==> src/rtl/omsp_clk_en_gen.sv <==
// omsp_clk_en_gen - NCH programmable clock-enable channels for the openMSP430
// peripheral space. Each channel counts ticks of MCLK or of the LFXT rising
// edge and emits a one-cycle enable every DIV+1 ticks (continuous or one-shot).
// Build option: CLKEN_LFXT_SYNC_EN adds a 2-flop synchroniser on lfxt_clk;
// without it lfxt_clk is assumed synchronous to mclk.
module omsp_clk_en_gen #(
    parameter logic [14:0] BASE_ADDR = 15'h0100,
    parameter int          DEC_WD    = 4,
    parameter int          NCH       = 4,
    parameter int          DIV_WD    = 8
) (
    input  logic            mclk,
    input  logic            puc_rst,
    input  logic            cpu_en_s,
    input  logic            lfxt_clk,
    input  logic [13:0]     per_addr,
    input  logic [15:0]     per_din,
    input  logic            per_en,
    input  logic [1:0]      per_we,
    output logic [15:0]     per_dout,
    output logic [NCH-1:0]  clk_en
);

    localparam int IDX_WD = DEC_WD - 1;

    // Address decode shared by every channel
    logic              w_reg_sel;
    logic [IDX_WD-1:0] w_idx;
    logic              w_wr;
    logic              w_rd;

    assign w_reg_sel = per_en & (per_addr[13:DEC_WD-1] == BASE_ADDR[14:DEC_WD]);
    assign w_idx     = per_addr[IDX_WD-1:0];
    assign w_wr      = w_reg_sel & (per_we != 2'b00);
    assign w_rd      = w_reg_sel & (per_we == 2'b00);

    // LFXT level as seen in the mclk domain
    logic w_lfxt_s;
    logic r_lfxt_dly;
    logic w_lfxt_tick;

`ifdef CLKEN_LFXT_SYNC_EN
    logic [1:0] r_lfxt_sync;

    // Two-flop synchroniser bringing lfxt_clk into the mclk domain
    always_ff @(posedge mclk) begin
        if (puc_rst) begin
            r_lfxt_sync <= 2'b00;
        end else begin
            r_lfxt_sync <= {r_lfxt_sync[0], lfxt_clk};
        end
    end

    assign w_lfxt_s = r_lfxt_sync[1];
`else
    assign w_lfxt_s = lfxt_clk;
`endif

    // One-mclk delay of the LFXT level for rising-edge detection
    always_ff @(posedge mclk) begin
        if (puc_rst) begin
            r_lfxt_dly <= 1'b0;
        end else begin
            r_lfxt_dly <= w_lfxt_s;
        end
    end

    assign w_lfxt_tick = w_lfxt_s & ~r_lfxt_dly;

    // Current register image of each channel, used for readback and byte merge
    logic [15:0] w_cur [NCH];

    for (genvar gi = 0; gi < NCH; gi++) begin : g_ch
        logic [DIV_WD-1:0] r_div;
        logic [DIV_WD-1:0] r_cnt;
        logic              r_sel;
        logic              r_oneshot;
        logic              r_en;
        logic              r_clk_en;
        logic              w_wr_ch;
        logic              w_tick;
        logic              w_term;
        logic [15:0]       w_merged;
        logic              w_unused_merged;

        assign w_cur[gi] = {r_en, r_oneshot, r_sel, 13'(r_div)};
        assign w_wr_ch   = w_wr & (w_idx == IDX_WD'(gi));
        // Bytes not enabled keep their current content
        assign w_merged  = {per_we[1] ? per_din[15:8] : w_cur[gi][15:8],
                            per_we[0] ? per_din[7:0]  : w_cur[gi][7:0]};
        // Bits between DIV and SEL are write-masked
        assign w_unused_merged = ^w_merged[12:DIV_WD];
        assign w_tick    = r_en & cpu_en_s & (r_sel ? w_lfxt_tick : 1'b1);
        assign w_term    = (r_cnt == r_div);

        // Channel control, divider counter and registered enable pulse;
        // a register write restarts the count and beats a coincident pulse
        always_ff @(posedge mclk) begin
            if (puc_rst) begin
                r_div     <= {DIV_WD{1'b0}};
                r_cnt     <= {DIV_WD{1'b0}};
                r_sel     <= 1'b0;
                r_oneshot <= 1'b0;
                r_en      <= 1'b0;
                r_clk_en  <= 1'b0;
            end else if (w_wr_ch) begin
                r_div     <= w_merged[DIV_WD-1:0];
                r_sel     <= w_merged[13];
                r_oneshot <= w_merged[14];
                r_en      <= w_merged[15];
                r_cnt     <= {DIV_WD{1'b0}};
                r_clk_en  <= 1'b0;
            end else if (w_tick) begin
                if (w_term) begin
                    r_cnt    <= {DIV_WD{1'b0}};
                    r_clk_en <= 1'b1;
                    if (r_oneshot) begin
                        r_en <= 1'b0;
                    end
                end else begin
                    r_cnt    <= r_cnt + DIV_WD'(1);
                    r_clk_en <= 1'b0;
                end
            end else begin
                r_clk_en <= 1'b0;
            end
        end

        assign clk_en[gi] = r_clk_en;
    end

    // Combinational readback; unimplemented indices and non-reads give 0
    always_comb begin
        per_dout = 16'h0000;
        for (int i = 0; i < NCH; i++) begin
            per_dout = per_dout |
                       ((w_rd && (w_idx == IDX_WD'(i))) ? w_cur[i] : 16'h0000);
        end
    end

endmodule

==> config.mk <==
export PLATFORM = sky130hd
export DESIGN_NAME = omsp_clk_en_gen
export DESIGN_NICKNAME = d
export VERILOG_FILES = /design/src/rtl/omsp_clk_en_gen.sv
export SDC_FILE = /design/constraint.sdc
export NUM_CORES = 1
export LEC_CHECK = 0
export BUFFER_PORTS_ARGS = -buffer_cell sky130_fd_sc_hd__buf_2
export CAP_MARGIN = 20
export CORE_MARGIN = 3
export CORE_UTILIZATION = 40
export CTS_CLUSTER_DIAMETER = 200
export DETAILED_ROUTE_END_ITERATION = 6
export GPL_ROUTABILITY_DRIVEN = 0
export GPL_TIMING_DRIVEN = 0
export SYNTH_ARGS = -nofsm -noshare
export SYNTH_HDL_FRONTEND = slang
export SYNTH_SLANG_ARGS = --single-unit
==> constraint.sdc <==
create_clock -name mclk -period 2 [get_ports mclk]
set_input_delay 0.1 -clock mclk [delete_from_list [all_inputs] [get_ports mclk]]
set_output_delay 0.1 -clock mclk [all_outputs]
set_load 0.03 [all_outputs]
==> flow_summary.toml, run 1 <==
[clocking]
cts_tree = "yes"
cts.sinks = 81
cts.htree.levels = 3
clock_latency_ns = 0.38
clk_pin_slew_worst_paths_ns = 0.08
ctsRootBufferMaster = "clkbuf_8"
cts_buffer_depth = 2
numCtsBuffers = 9

[synth]
netlist_top_cells_area = "dfxtp_1 40%, xor2_1 10%, mux2i_1 9.9%"
synth_async_sr_flop_share_pct = 0
netlist_top_cells_count = "81 x dfxtp_1, 69 x nor2_1, 47 x nand2_1, 47 x xor2_1, 40 x mux2i_1"
ys_warn_count = 0
yosysTopAreaCellShare_pct = 40.1
syn_area_per_cell_sq_um = 8.74
synth_most_common_cell = "dfxtp_1"
synth_edf_count = 0
synth-seq-cells = 81
synth_top_cell_by_area = "dfxtp_1"
yosysSeqAreaShare_pct = 40.1
ys_types = 39
ys.flop_type = "dfxtp_1"
syn_area_sq_mm = 0.00405
syn_inst = 463

[timing]
relSlewSlack_pct = 49.1
fin_crit_sh_pct = 94.4
skew_ns = 0.0159
worst_pin_slew_ns = 0.763
fmax_ghz = 0.529
finalMaxSlewViolations = 0
setup_viol = 0
fin_crit_ns = 1.89
hold_viol_final = 0

[worst_setup_path]
r2r_end = "g_ch[0].r_cnt[6]"
crit_fanout = 10
cp-end-kind = "output port"
cp_data_required_time_ns = 1.90
rrSetupSlack_ns = 0.20
reg2reg_depth = 7
start_kind = "primary input"
critPathKind = "primary input to output port"
r2r-start = "r_lfxt_dly"
worstPathArrival_ns = 1.79

[pwr]
combPwrFrac_pct = 6.5
p_sw_share_pct = 25.6
p_leak_nw = 2.00
internal_power_mw = 2.28
vdd_drop_max_uv = 404
p_switching_uw = 787
pwr-share-seq_pct = 53.0
power_density_mw_per_mm2 = 642
clockPowerShare_pct = 40.5
total_power_mw = 3.07

[worst_hold_path]
hold_path_depth = 3
min_from = "per_din[1]"
whs_endpoint = "g_ch[0].r_div[1]"
hold_path_class = "primary input to register"

[place]
dp_hpwl_mm = 7.62
port-buffer-count = 44
place_area_sq_mm = 0.00445

[final_layout]
area_growth_pct = 18.1
layout-drive-gt1-share_pct = 17.8
final_core_util_pct = 48.7
nets = 575
diodes = 0
design_area_sq_mm = 0.00478

[global_route]
track_usage_pct = 18.5
grt_pass1_vias = 3271
grt-ovfl-total = 0
grt_max_degree = 16
grt_pass1_wl_mm = 16.5
antenna_found_initial = 0

[flow_run]
drv_cap = 0

[floorplanning]
coreArea_sq_mm = 0.00982
dieHeight_um = 107
ios = 57
start_util_pct = 41.2
die_w_um = 107
die_area_sq_mm = 0.0114
num_rows = 36

[drt]
viasPerCell = 5.07
drc_errors = 0
wl_per_cell_um = 15.1
wl_mm = 10.1
detail-route-antenna-nets = 0
first_pass_iters = 4
num_vias = 3405
dr.first_iter.drc_count = 100

[outcome]
status = "finished clean"
## final cells by class
class,count,area (sq um)
plain buffers,28,149
clock buffers,9,124
clock inverters,7,78.8
fillers,985,5040
inverters,7,26.3
multi-input cells,351,2290
flip-flops and latches,81,1620
well taps,133,166
repair buffers,56,325
## metal layers
metal | global-route usage [%] | wire [um] | vias to the layer above
met4 | 8.58 | 246 | 0
li1 | - | - | 1716
met1 | 23.0 | 4490 | 1592
met3 | 4.33 | 417 | 22
met2 | 30.2 | 4990 | 75
met5 | 0 | 0 | -
## cell families after synthesis
family          count (synthesis)  share of synthesized area (%)
fa+ha+maj                       4                           1.24
xor+xnor                       60                           13.0
flops                          81                           40.1
mux                            40                           9.89
other cells                     1                         0.0926
simple gates                  184                           22.9
buf+inv                        35                           4.17
compound gates                 58                           8.62
## through the flow
stage / TNS, ns / instances / hold slack [ns] / worst slack (ns)
floorplan: 0 / 467 / 0.228 / 0.0993
global placement: -2.58 / 644 / 0.335 / -0.166
detailed placement: -2.58 / 644 / 0.340 / -0.197
CTS: 0 / 666 / 0.00766 / 0.00695
global route: -0.210 / 672 / 0.0114 / -0.0458
finish: 0 / 672 / 0.0248 / 0.111
## critical path, stage by stage
cell      delay (ns)
buf_2           0.11
nor4_4          0.36
nand4_1         0.21
or2_1           0.28
clkbuf_1        0.23
o21ai_1         0.25
buf_2           0.23
## how the worst max path moves through the flow
stage                   end          from  slack (ns)
4_1_cts         per_dout[0]  per_addr[12]       0.007
2_1_floorplan  per_dout[15]   per_addr[4]         0.1
3_5_place_dp    per_dout[0]  per_addr[12]       -0.20
6_report        per_dout[7]   per_addr[5]        0.11
5_1_grt         per_dout[6]  per_addr[12]       -0.05
3_3_place_gp    per_dout[0]  per_addr[12]       -0.17
## power by group through the flow
stage          clock [mW]  combinational (mW)  sequential [mW]
5_1_grt              1.34               0.219             1.63
6_report             1.24               0.200             1.63
2_1_floorplan           0               0.107             1.66
3_3_place_gp            0               0.182             1.66
3_5_place_dp            0               0.184             1.66
4_1_cts              1.27               0.194             1.63
## cells in the final DEF, fill, tap and decap left out, types with 9 or more instances in the layout
cell type / Yosys / layout
clkbuf_1: 16 / 13
buf_4: 9 / 15
a22oi_1: 10 / 10
dfxtp_1: 81 / 81
nor2_1: 69 / 69
a21oi_1: 22 / 18
mux2i_1: 40 / 40
clkbuf_8: 0 / 9
xor2_1: 47 / 47
o21ai_0: 9 / 9
buf_2: 3 / 47
and3_1: 13 / 13
nand4_1: 13 / 13
xnor2_1: 13 / 13
nand2_1: 47 / 46
## registers in the layout, summed over array words and instances, names as in the netlist
name	cells
g_ch.r_div	32
g_ch.r_sel	4
r_lfxt_dly	1
g_ch.r_cnt	32
g_ch.r_oneshot	4
g_ch.r_clk_en	4
g_ch.r_en	4
## what timing repair did
action | in CTS | in global routing
pin swaps | 0 | 3
cloned | 0 | 0
buffers inserted | 0 | 6
resized for setup | 5 | 5
setup endpoints to repair | 27 | 27
hold endpoints to repair | 7 | 0
hold buffers | 6 | 0
Power figures use the tool's default switching activity.
==> run 2: changes to the inputs <==
==> constraint.sdc (replaced) <==
create_clock -name mclk -period 2 [get_ports mclk]
set_input_delay 0.1 -clock mclk [delete_from_list [all_inputs] [get_ports mclk]]
set_output_delay 0.1 -clock mclk [all_outputs]
set_load 0.1 [all_outputs]
==> run 2 against run 1 <==
Combinational power grew 11%. Core utilization grew 0.46 points. Global-route usage shrank 0.53 points. Clock-buffer cell count grew 3. Critical endpoint is now g_ch[0].r_cnt[1]. Worst hold slack is essentially flat.
==> flow_summary.toml, run 2 (synthesis gave the netlist of run 1 again) <==
[clocking]
cts.sinks = 81
cts_buffer_depth = 2
ctsRootBufferMaster = "clkbuf_8"
numCtsBuffers = 9
cts_tree = "yes"
clk_pin_slew_worst_paths_ns = 0.08
clock_latency_ns = 0.35
cts.htree.levels = 3

[place]
dp_hpwl_mm = 7.62
pre_cts_ws_ns = -0.308
port-buffer-count = 44

[final_layout]
layout-drive-gt1-share_pct = 19.4
nets = 568
fillCellCount = 1006
diodes = 0
top_regs = "g_ch.r_cnt x32, g_ch.r_div x32"
final_common_cell = "dfxtp_1"
area_growth_pct = 19.2
layout_common_cells = "81 x dfxtp_1, 69 x nor2_1, 47 x xor2_1"

[floorplanning]
num_rows = 36
dieHeight_um = 107
start_util_pct = 41.2
ios = 57
coreArea_sq_mm = 0.00982
die_area_sq_mm = 0.0114
die_w_um = 107

[drt]
wl_met1_mm = 4.42
num_vias = 3330
dr_wl_met3_um = 357
highest_layer = "met4"
dr.first_iter.drc_count = 133
wl_mm = 9.85
drc_errors = 0
detail-route-antenna-nets = 0
first_pass_iters = 5
viasPerCell = 5.01
wl_per_cell_um = 14.8
wl_met2_mm = 4.92

[global_route]
grt_pass1_wl_mm = 16.1
grt_max_degree = 14
grt-ovfl-total = 0
grt_pass1_vias = 3207
antenna_found_initial = 0
track_usage_pct = 17.9

[timing]
fin_crit_sh_pct = 93.9
worst_pin_slew_ns = 0.787
fmax_ghz = 0.532
skew_ns = 0.00866
relSlewSlack_pct = 47.5
setup_viol = 0
rsz0062_at_grt = "true"
worst_slack_ns = 0.121
hold_viol_final = 0
fin_crit_ns = 1.88
finalMaxSlewViolations = 0
holdWs_ns = 0.0243

[worst_setup_path]
startpoint = "r_lfxt_dly"
cp_data_required_time_ns = 2.24
cp-end-kind = "register"
r2r_end = "g_ch[0].r_cnt[1]"
crit_path_end = "g_ch[0].r_cnt[1]"
worstPathArrival_ns = 2.12
start_kind = "register"
critPathKind = "register to register"
r2r-start = "r_lfxt_dly"
crit_fanout = 9
reg2reg_depth = 6
rrSetupSlack_ns = 0.12

[outcome]
status = "finished clean"

[worst_hold_path]
min_from = "per_din[1]"
hold_path_class = "primary input to register"

[pwr]
vdd_drop_max_uv = 436
power_density_mw_per_mm2 = 638
p_leak_nw = 2.01

[flow_run]
drv_cap = 0
run 2: cell count changes in the layout (fill, tap and decap cells not counted), sizes merged:
cell         previous run  this run
dlygate4sd3             6         2
clkinvlp                3         1
inv                     9         7
buf                    62        61
clkbuf                 25        26
clkinv                  1         2
run 2: critical path: stages (launching register included):
cell      delay [ns]
dfxtp_1         0.30
nand2b_1        0.33
a21oi_2         0.50
nand3_1         0.25
nand2b_1        0.12
buf_2           0.19
nor2_1          0.07
run 2: how the worst min path moves through the flow:
stage | to | slack [ns] | cells past startpoint
floorplan | r_lfxt_dly | 0.23 | 1
global placement | r_lfxt_dly | 0.34 | 2
detailed placement | r_lfxt_dly | 0.34 | 2
CTS | g_ch[2].r_div[1] | 0.003 | 3
global route | g_ch[0].r_div[0] | 0.01 | 3
finish | g_ch[0].r_div[1] | 0.02 | 3
run 2: area by class of cell:
type                            count  area (sq um)  share of cell area, %
Multi-Input combinational cell    351          2330                   48.2
Sequential cell                    81          1620                   33.6
Timing Repair Buffer               50           333                   6.90
Tap cell                          133           166                   3.45
Clock buffer                       12           155                   3.21
Buffer                             27           145                   3.01
Clock inverter                      4          51.3                   1.06
Inverter                            7          26.3                  0.544
run 2: timing repair:
action / in CTS / in global routing
hold buffers: 2 / 0
setup buffers: 0 / 4
gates resized for setup: 18 / 13
gates cloned: 0 / 0
pin swaps: 0 / 3
hold endpoints to repair: 2 / 0
setup endpoints to repair: 33 / 43
run 2: per-layer routing:
layer  vias to the layer above  global-route usage [%]
li1                       1707                       -
met1                      1553                    22.2
met2                        60                    31.1
met3                        10                    3.97
met4                         0                    5.48
met5                         -                       0
run 2: power by group:
| part | internal [mW] | switching (mW) |
|---|---|---|
| clock network | 0.646 | 0.587 |
| registers | 1.62 | 0.00682 |
| logic | 0.0700 | 0.153 |
run 2: through the flow:
step	area [sq um]	power [mW]	utilization, %	setup TNS, ns	instances
floorplan	4100	1.80	-	-1.93	467
global placement	4490	1.88	45.7	-4.30	644
detailed placement	4490	1.88	45.7	-4.34	644
CTS	4760	3.12	48.5	-0.405	662
global route	4830	3.20	49.1	-0.491	665
finish	4830	3.08	49.1	0	665
